## config.mk

```make
export PLATFORM = sky130hd
export DESIGN_NAME = alu_cmd_sequencer_flat
export DESIGN_NICKNAME = d
export VERILOG_FILES = /design/src/rtl/alu_seq_pkg.sv /design/src/rtl/alu_cmd_sequencer_if.sv /design/src/rtl/alu_seq_timeout_cnt.sv /design/src/rtl/alu_cmd_sequencer.sv /design/src/flat_wrapper.sv
export SDC_FILE = /design/constraint.sdc
export NUM_CORES = 1
export LEC_CHECK = 0
export ABC_AREA = 1
export CAP_MARGIN = 10
export CORE_MARGIN = 2
export CORE_UTILIZATION = 51
export DETAILED_ROUTE_END_ITERATION = 10
export PLACE_DENSITY = 0.81
export SLEW_MARGIN = 20
export SYNTH_ARGS = -nofsm -noshare
export SYNTH_HDL_FRONTEND = slang
export SYNTH_HIERARCHICAL = 1
export SYNTH_SLANG_ARGS = --single-unit
```

## constraint.sdc

```tcl
create_clock -name clk -period 2.6 [get_ports clk]
set_clock_uncertainty 0.1 [all_clocks]
set_input_delay 0.26 -clock clk [delete_from_list [all_inputs] [get_ports clk]]
set_output_delay 0.26 -clock clk [all_outputs]
set_load 0.02 [all_outputs]
```

## src/rtl/alu_seq_pkg.sv

```systemverilog
// Shared types and constants for the ALU command sequencer: state encoding,
// command/response framing and the status-byte layout.
package alu_seq_pkg;

    typedef enum logic [2:0] {
        IDLE,
        FETCH,
        CAPTURE,
        ISSUE,
        WAIT_ALU,
        RSP
    } seq_state_e;

    localparam int CMD_BYTES = 5;
    localparam int RSP_BYTES = 3;

    localparam int STAT_OVF = 7;
    localparam int STAT_TMO = 6;

    localparam logic [15:0] TIMEOUT_RESULT = 16'hFFFF;

    function automatic logic [7:0] status_byte(input logic ovf, input logic tmo);
        logic [7:0] s;
        s           = '0;
        s[STAT_OVF] = ovf;
        s[STAT_TMO] = tmo;
        return s;
    endfunction

endpackage

```

## src/rtl/alu_cmd_sequencer_if.sv

```systemverilog
// Bus bundle between the sequencer and its surroundings: command FIFO reader,
// ALU request/result and response FIFO writer.
interface alu_cmd_sequencer_if;

    logic        cmd_rd_en;
    logic [7:0]  cmd_data;
    logic        cmd_empty;

    logic [15:0] alu_operand_a;
    logic [15:0] alu_operand_b;
    logic [2:0]  alu_op;
    logic        alu_valid_in;
    logic [15:0] alu_result;
    logic        alu_valid_out;
    logic        alu_overflow;

    logic        rsp_wr_en;
    logic [7:0]  rsp_data;
    logic        rsp_full;

    modport master (
        output cmd_rd_en,
        input  cmd_data,
        input  cmd_empty,
        output alu_operand_a,
        output alu_operand_b,
        output alu_op,
        output alu_valid_in,
        input  alu_result,
        input  alu_valid_out,
        input  alu_overflow,
        output rsp_wr_en,
        output rsp_data,
        input  rsp_full
    );

    modport slave (
        input  cmd_rd_en,
        output cmd_data,
        output cmd_empty,
        input  alu_operand_a,
        input  alu_operand_b,
        input  alu_op,
        input  alu_valid_in,
        output alu_result,
        output alu_valid_out,
        output alu_overflow,
        input  rsp_wr_en,
        input  rsp_data,
        output rsp_full
    );

endinterface

```

## src/rtl/alu_seq_timeout_cnt.sv

```systemverilog
// Clearable up-counter that saturates at TIMEOUT_CYCLES-1; tc_o flags the last
// cycle of the allowed wait window.
module alu_seq_timeout_cnt #(
    parameter int TIMEOUT_CYCLES = 64
) (
    input  logic clk,
    input  logic rst_n,
    input  logic clr_i,
    input  logic en_i,
    output logic tc_o
);

    localparam int W = (TIMEOUT_CYCLES > 2) ? $clog2(TIMEOUT_CYCLES) : 1;
    localparam logic [W-1:0] LAST = W'(TIMEOUT_CYCLES - 1);

    logic [W-1:0] cnt_q, cnt_d;

    always_comb begin
        cnt_d = cnt_q;
        if (clr_i) begin
            cnt_d = '0;
        end else if (en_i && (cnt_q != LAST)) begin
            cnt_d = cnt_q + W'(1);
        end
    end

    always_ff @(posedge clk or negedge rst_n) begin
        if (!rst_n) begin
            cnt_q <= '0;
        end else begin
            cnt_q <= cnt_d;
        end
    end

    assign tc_o = (cnt_q == LAST);

endmodule

```

## src/rtl/alu_cmd_sequencer.sv

```systemverilog
// Pops 5-byte commands from a byte FIFO, runs one ALU operation per command and
// pushes a 3-byte status/result response, with a bounded wait on the ALU.
module alu_cmd_sequencer
    import alu_seq_pkg::*;
#(
    parameter int TIMEOUT_CYCLES = 64,
    parameter int CNT_W          = 16
) (
    input  logic                 clk,
    input  logic                 rst_n,
    input  logic                 enable,
    input  logic                 err_clr,
    alu_cmd_sequencer_if.master  bus,
    output logic                 busy,
    output logic                 timeout_err,
    output logic [CNT_W-1:0]     cmd_count
);

    localparam logic [2:0] LAST_CMD_IDX = 3'(CMD_BYTES - 1);
    localparam logic [2:0] LAST_RSP_IDX = 3'(RSP_BYTES - 1);

    seq_state_e       state_q, state_d;
    logic [2:0]       idx_q, idx_d;
    logic [2:0]       op_q, op_d;
    logic [15:0]      a_q, a_d;
    logic [15:0]      b_q, b_d;
    logic [15:0]      res_q, res_d;
    logic             ovf_q, ovf_d;
    logic             tmo_q, tmo_d;
    logic             terr_q, terr_d;
    logic [CNT_W-1:0] cnt_q, cnt_d;
    logic             tmo_clr, tmo_en, tmo_tc;

    alu_seq_timeout_cnt #(
        .TIMEOUT_CYCLES(TIMEOUT_CYCLES)
    ) u_timeout (
        .clk   (clk),
        .rst_n (rst_n),
        .clr_i (tmo_clr),
        .en_i  (tmo_en),
        .tc_o  (tmo_tc)
    );

    // idx_q walks command bytes in CAPTURE and response bytes in RSP; it is 0 between the two.
    always_comb begin
        state_d           = state_q;
        idx_d             = idx_q;
        op_d              = op_q;
        a_d               = a_q;
        b_d               = b_q;
        res_d             = res_q;
        ovf_d             = ovf_q;
        tmo_d             = tmo_q;
        terr_d            = terr_q & ~err_clr;
        cnt_d             = cnt_q;
        tmo_clr           = 1'b0;
        tmo_en            = 1'b0;
        bus.cmd_rd_en     = 1'b0;
        bus.alu_valid_in  = 1'b0;
        bus.rsp_wr_en     = 1'b0;
        bus.rsp_data      = '0;

        case (state_q)
            IDLE: begin
                if (enable && !bus.cmd_empty) begin
                    state_d = FETCH;
                end
            end
            FETCH: begin
                if (!bus.cmd_empty) begin
                    bus.cmd_rd_en = 1'b1;
                    state_d       = CAPTURE;
                end
            end
            CAPTURE: begin
                case (idx_q)
                    3'd0:    op_d       = bus.cmd_data[2:0];
                    3'd1:    a_d[15:8]  = bus.cmd_data;
                    3'd2:    a_d[7:0]   = bus.cmd_data;
                    3'd3:    b_d[15:8]  = bus.cmd_data;
                    default: b_d[7:0]   = bus.cmd_data;
                endcase
                if (idx_q == LAST_CMD_IDX) begin
                    idx_d   = '0;
                    state_d = ISSUE;
                end else begin
                    idx_d   = idx_q + 3'd1;
                    state_d = FETCH;
                end
            end
            ISSUE: begin
                bus.alu_valid_in = 1'b1;
                tmo_clr          = 1'b1;
                state_d          = WAIT_ALU;
            end
            WAIT_ALU: begin
                tmo_en = 1'b1;
                if (bus.alu_valid_out) begin
                    res_d   = bus.alu_result;
                    ovf_d   = bus.alu_overflow;
                    tmo_d   = 1'b0;
                    state_d = RSP;
                end else if (tmo_tc) begin
                    res_d   = TIMEOUT_RESULT;
                    ovf_d   = 1'b0;
                    tmo_d   = 1'b1;
                    terr_d  = 1'b1;
                    state_d = RSP;
                end
            end
            RSP: begin
                case (idx_q)
                    3'd0:    bus.rsp_data = status_byte(ovf_q, tmo_q);
                    3'd1:    bus.rsp_data = res_q[15:8];
                    default: bus.rsp_data = res_q[7:0];
                endcase
                if (!bus.rsp_full) begin
                    bus.rsp_wr_en = 1'b1;
                    if (idx_q == LAST_RSP_IDX) begin
                        idx_d   = '0;
                        cnt_d   = cnt_q + CNT_W'(1);
                        state_d = IDLE;
                    end else begin
                        idx_d = idx_q + 3'd1;
                    end
                end
            end
            default: state_d = IDLE;
        endcase
    end

    always_ff @(posedge clk or negedge rst_n) begin
        if (!rst_n) begin
            state_q <= IDLE;
            idx_q   <= '0;
            op_q    <= '0;
            a_q     <= '0;
            b_q     <= '0;
            res_q   <= '0;
            ovf_q   <= 1'b0;
            tmo_q   <= 1'b0;
            terr_q  <= 1'b0;
            cnt_q   <= '0;
        end else begin
            state_q <= state_d;
            idx_q   <= idx_d;
            op_q    <= op_d;
            a_q     <= a_d;
            b_q     <= b_d;
            res_q   <= res_d;
            ovf_q   <= ovf_d;
            tmo_q   <= tmo_d;
            terr_q  <= terr_d;
            cnt_q   <= cnt_d;
        end
    end

    assign bus.alu_operand_a = a_q;
    assign bus.alu_operand_b = b_q;
    assign bus.alu_op        = op_q;
    assign busy              = (state_q != IDLE);
    assign timeout_err       = terr_q;
    assign cmd_count         = cnt_q;

endmodule
```

## src/flat_wrapper.sv

```systemverilog
// flat-port wrapper written by rule: the top's interface ports become plain ports
module alu_cmd_sequencer_flat import alu_seq_pkg::*;
#(
    parameter int TIMEOUT_CYCLES = 64,
    parameter int CNT_W          = 16
)
  (clk, rst_n, enable, err_clr, busy, timeout_err, cmd_count, bus_cmd_rd_en, bus_cmd_data, bus_cmd_empty, bus_alu_operand_a, bus_alu_operand_b, bus_alu_op, bus_alu_valid_in, bus_alu_result, bus_alu_valid_out, bus_alu_overflow, bus_rsp_wr_en, bus_rsp_data, bus_rsp_full);
  alu_cmd_sequencer_if bus_i ();
  input  logic clk;
  input  logic rst_n;
  input  logic enable;
  input  logic err_clr;
  output logic busy;
  output logic timeout_err;
  output logic [CNT_W-1:0] cmd_count;
  output wire logic [$bits(bus_i.cmd_rd_en)-1:0] bus_cmd_rd_en;
  input wire logic [$bits(bus_i.cmd_data)-1:0] bus_cmd_data;
  input wire logic [$bits(bus_i.cmd_empty)-1:0] bus_cmd_empty;
  output wire logic [$bits(bus_i.alu_operand_a)-1:0] bus_alu_operand_a;
  output wire logic [$bits(bus_i.alu_operand_b)-1:0] bus_alu_operand_b;
  output wire logic [$bits(bus_i.alu_op)-1:0] bus_alu_op;
  output wire logic [$bits(bus_i.alu_valid_in)-1:0] bus_alu_valid_in;
  input wire logic [$bits(bus_i.alu_result)-1:0] bus_alu_result;
  input wire logic [$bits(bus_i.alu_valid_out)-1:0] bus_alu_valid_out;
  input wire logic [$bits(bus_i.alu_overflow)-1:0] bus_alu_overflow;
  output wire logic [$bits(bus_i.rsp_wr_en)-1:0] bus_rsp_wr_en;
  output wire logic [$bits(bus_i.rsp_data)-1:0] bus_rsp_data;
  input wire logic [$bits(bus_i.rsp_full)-1:0] bus_rsp_full;
  assign bus_cmd_rd_en = bus_i.cmd_rd_en;
  assign bus_i.cmd_data = bus_cmd_data;
  assign bus_i.cmd_empty = bus_cmd_empty;
  assign bus_alu_operand_a = bus_i.alu_operand_a;
  assign bus_alu_operand_b = bus_i.alu_operand_b;
  assign bus_alu_op = bus_i.alu_op;
  assign bus_alu_valid_in = bus_i.alu_valid_in;
  assign bus_i.alu_result = bus_alu_result;
  assign bus_i.alu_valid_out = bus_alu_valid_out;
  assign bus_i.alu_overflow = bus_alu_overflow;
  assign bus_rsp_wr_en = bus_i.rsp_wr_en;
  assign bus_rsp_data = bus_i.rsp_data;
  assign bus_i.rsp_full = bus_rsp_full;
  alu_cmd_sequencer #(.TIMEOUT_CYCLES(TIMEOUT_CYCLES), .CNT_W(CNT_W)) u_core (.clk(clk), .rst_n(rst_n), .enable(enable), .err_clr(err_clr), .bus(bus_i), .busy(busy), .timeout_err(timeout_err), .cmd_count(cmd_count));
endmodule
```

==> reports/metrics.cfg <==
[clock_network]
path_clk_slew_ns = 0.08
htree_levels = 3
postCtsSetupRepairBufs = 0
numCtsBuffers = 9
numClockSinks = 82
cts_buffer_depth = 2
tritoncts = built
clk_latency_ns = 0.34
root_buffer = clkbuf_8

[global_route]
grt_pass1_vias = 3276
grt_pass1_wl_um = 15500
grt_max_degree = 46
antenna_found_initial = 0
grt-ovfl-total = 0
grt_usage_pct = 23.1

[power]
power.density_nw_per_um2 = 1010
peakVddDrop_uv = 822
p_leak_nw = 2.47

[sta]
hold_viol = 0
tns_ns = 0
slew_headroom_pct = 62.0
fmax_mhz = 415
worst_pin_slew_ns = 0.570
grt_setup_unrepaired = no
setup_slack_ns = 0.190
maxSlewViolCount = 0
finalSetupViolCount = 0
finalCritPeriodShare_pct = 92.7
period_needed_ns = 2.41

[placement]
dp_slack_ns = 0.297
io_buffers = 95
place.gp.congestion = 0.837
post-dp-hpwl_um = 6550

[yosys]
yosysSeqAreaShare_pct = 52.9
synth_cell_types = 30
synth_flop_cell = dfrtp_1
ys_ff_latch = 82
yosys_warnings = 6
synth_area_leaders = dfrtp_1 53%, nand2_1 12%, o21ai_1 5.0%
synth.top_cell.area_share_pct = 52.9
synth_area_um2 = 3880
synth_xor_xnor_area_share_pct = 1.81
synth_most_common_cell = nand2_1
avgSynthCellArea_um2 = 8.84
synthMuxAreaShare_pct = 0
yosysTopAreaCell = dfrtp_1
synth_commonest_cells = 122 x nand2_1, 82 x dfrtp_1, 40 x inv_1
synth_top_family_by_area = simple AND/OR/NAND/NOR gates
synth_edf_count = 0
syn_nets = 478
synth_compound_area_share_pct = 11.5
synthSimpleGateAreaFrac_pct = 25.0
synthCells = 439
async_reset_ff_share_pct = 100
synthAdderAreaFrac_pct = 2.26

[drt]
wl_per_cell_um = 13.7
num_vias = 3247
drc = 0
ant_nets = 0
finalWirelength_um = 8850
avgViaCountPerCell = 5.04
drtIter0Drc = 169
drt-pass1-iter-count = 4

[floorplan]
fp.dieH_um = 91.2
dieWidth_um = 91.2
start_util_pct = 53.2
core.rowCount = 31
die-area_um2 = 8320
fp.coreArea_um2 = 7290
ios = 96

[cells_and_area]
n_antenna_cell = 0
nets = 579
postLayoutCoreUtil_pct = 69.9
drive_above_1_share_pct = 9.54
area_growth_pct = 31.3

[worst_setup_path]
cp_num_buf_inv = 3
end_kind = output port
slowest_stage = dfrtp_1
slowest_delay_ns = 0.38
crit_chain = inv_1 > ha_1 > nand2_2 > inv_2 > nor2_8 > nand2_1 > a21oi_1 > dlygate4sd2_1
crit_fanout = 9
critPathKind = reg -> out
cp.required_ns = 2.24
cp_top_family = buffers and inverters
critPathArrivalTime_ns = 2.05
startpoint_type = flop

[run_status]
status = completed

[run]
drv_cap = 0

[worst_hold_path]
hold_path_class = in -> reg

-- cells by family after synthesis --
group                      after synthesis
AOI/OAI and AO/OA                       76
xor gates and xnor gates                 8
adders and majority gates                7
buffers and inverters                   59
DFF                                     82
and+or+nand+nor                        207
-- state kept, by name, indices dropped and copies added (netlist names) --
register	cells
u_core/bus.alu_op	3
u_core/bus.alu_operand_a	16
u_core/bus.alu_operand_b	16
u_core/cmd_count	16
u_core/idx_q	3
u_core/ovf_q	1
u_core/res_q	16
u_core/state_q	3
u_core/timeout_err	1
u_core/tmo_q	1
u_core/u_timeout/cnt_q	6
-- timing repair --
| item | in CTS | in global routing |
|---|---|---|
| hold buffers | 1 | 0 |
| gates resized for setup | 6 | 2 |
| cloned | 0 | 0 |
| setup endpoints to repair | 6 | 2 |
| endpoints found under the hold margin | 43 | 0 |
-- through the flow --
stage	hold slack, ns	instance area, um^2	total power, mW	cells
5_1_grt	0.377	5100	5.51	644
3_3_place_gp	0.196	4910	4.25	627
4_1_cts	0.356	5090	5.19	644
3_5_place_dp	0.199	4910	4.34	627
2_1_floorplan	-0.136	3880	3.39	439
6_report	0.374	5100	5.15	644
-- worst reg2reg max path, stage by stage (launching register included) --
cell and delay [ns]:
dfrtp_1 0.61, nand3_4 0.27, nor2_4 0.38, inv_2 0.16, nor2_8 0.15, nand2_1 0.07, nand2_1 0.06, nand2_1 0.05
-- worst paths after layout --
check / startpoint / to / slack (ns) / depth (start not counted)
max: u_core/idx_q[0]$_DFFE_PN0P_ / bus_rsp_data[1] / 0.19 / 8
min: err_clr / u_core/timeout_err$_DFF_PN0_ / 0.37 / 2
max reg2reg: u_core/state_q[0]$_DFFE_PN0P_ / u_core/cmd_count[10]$_DFFE_PN0P_ / 0.66 / 7
min reg2reg: u_core/bus.alu_operand_a[11]$_DFFE_PN0P_ / u_core/bus.alu_operand_a[11]$_DFFE_PN0P_ / 0.40 / 2
max in group asynchronous: rst_n / u_core/cmd_count[11]$_DFFE_PN0P_ / 1.33 / 3
min in group asynchronous: rst_n / u_core/bus.alu_operand_a[15]$_DFFE_PN0P_ / 0.38 / 2
-- area by class of cell --
type | count | area (um^2)
fillers | 602 | 2200
flip-flops and latches | 82 | 2050
multi-input cells | 298 | 1570
repair buffers | 99 | 978
inverters | 50 | 188
clock buffers | 10 | 138
well taps | 99 | 124
clock inverters | 6 | 42.5
-- layout by cell type (no fill, tap or decap), types with 2 or more instances in the layout --
master / n
nand2_1: 122
o21ai_1: 39
dlymetal6s2s_1: 2
clkdlybuf4s50_1: 86
clkinv_4: 2
o22ai_1: 2
nand4_1: 6
nor2_4: 3
a21oi_1: 14
clkinvlp_4: 2
o21ai_0: 5
nor2_8: 2
nand2_2: 9
nor2_1: 30
nand3b_1: 4
xor2_1: 4
dlygate4sd2_1: 6
xnor2_1: 4
dfrtp_1: 82
nor3_1: 5
nand3_1: 19
clkbuf_8: 10
nor2_2: 2
inv_1: 40
ha_1: 7
clkinv_2: 2
nand2_4: 2
inv_2: 10
o22a_1: 14
buf_4: 4
-- metal layers --
metal	wire (um)	vias to the layer above	global-route usage [%]
met5	0	-	0
met4	67	0	7.70
met3	614	6	6.80
met2	4360	81	37.9
met1	3810	1542	29.3
li1	-	1618	-
-- power by group --
| part | switching, mW | leakage, nW | internal, mW |
|---|---|---|---|
| combinational | 1.24 | 1.40 | 1.00 |
| clock | 0.458 | 0.0882 | 0.373 |
| sequential | 0.324 | 0.982 | 1.75 |
Note: power is estimated with default switching activity, not from simulation.
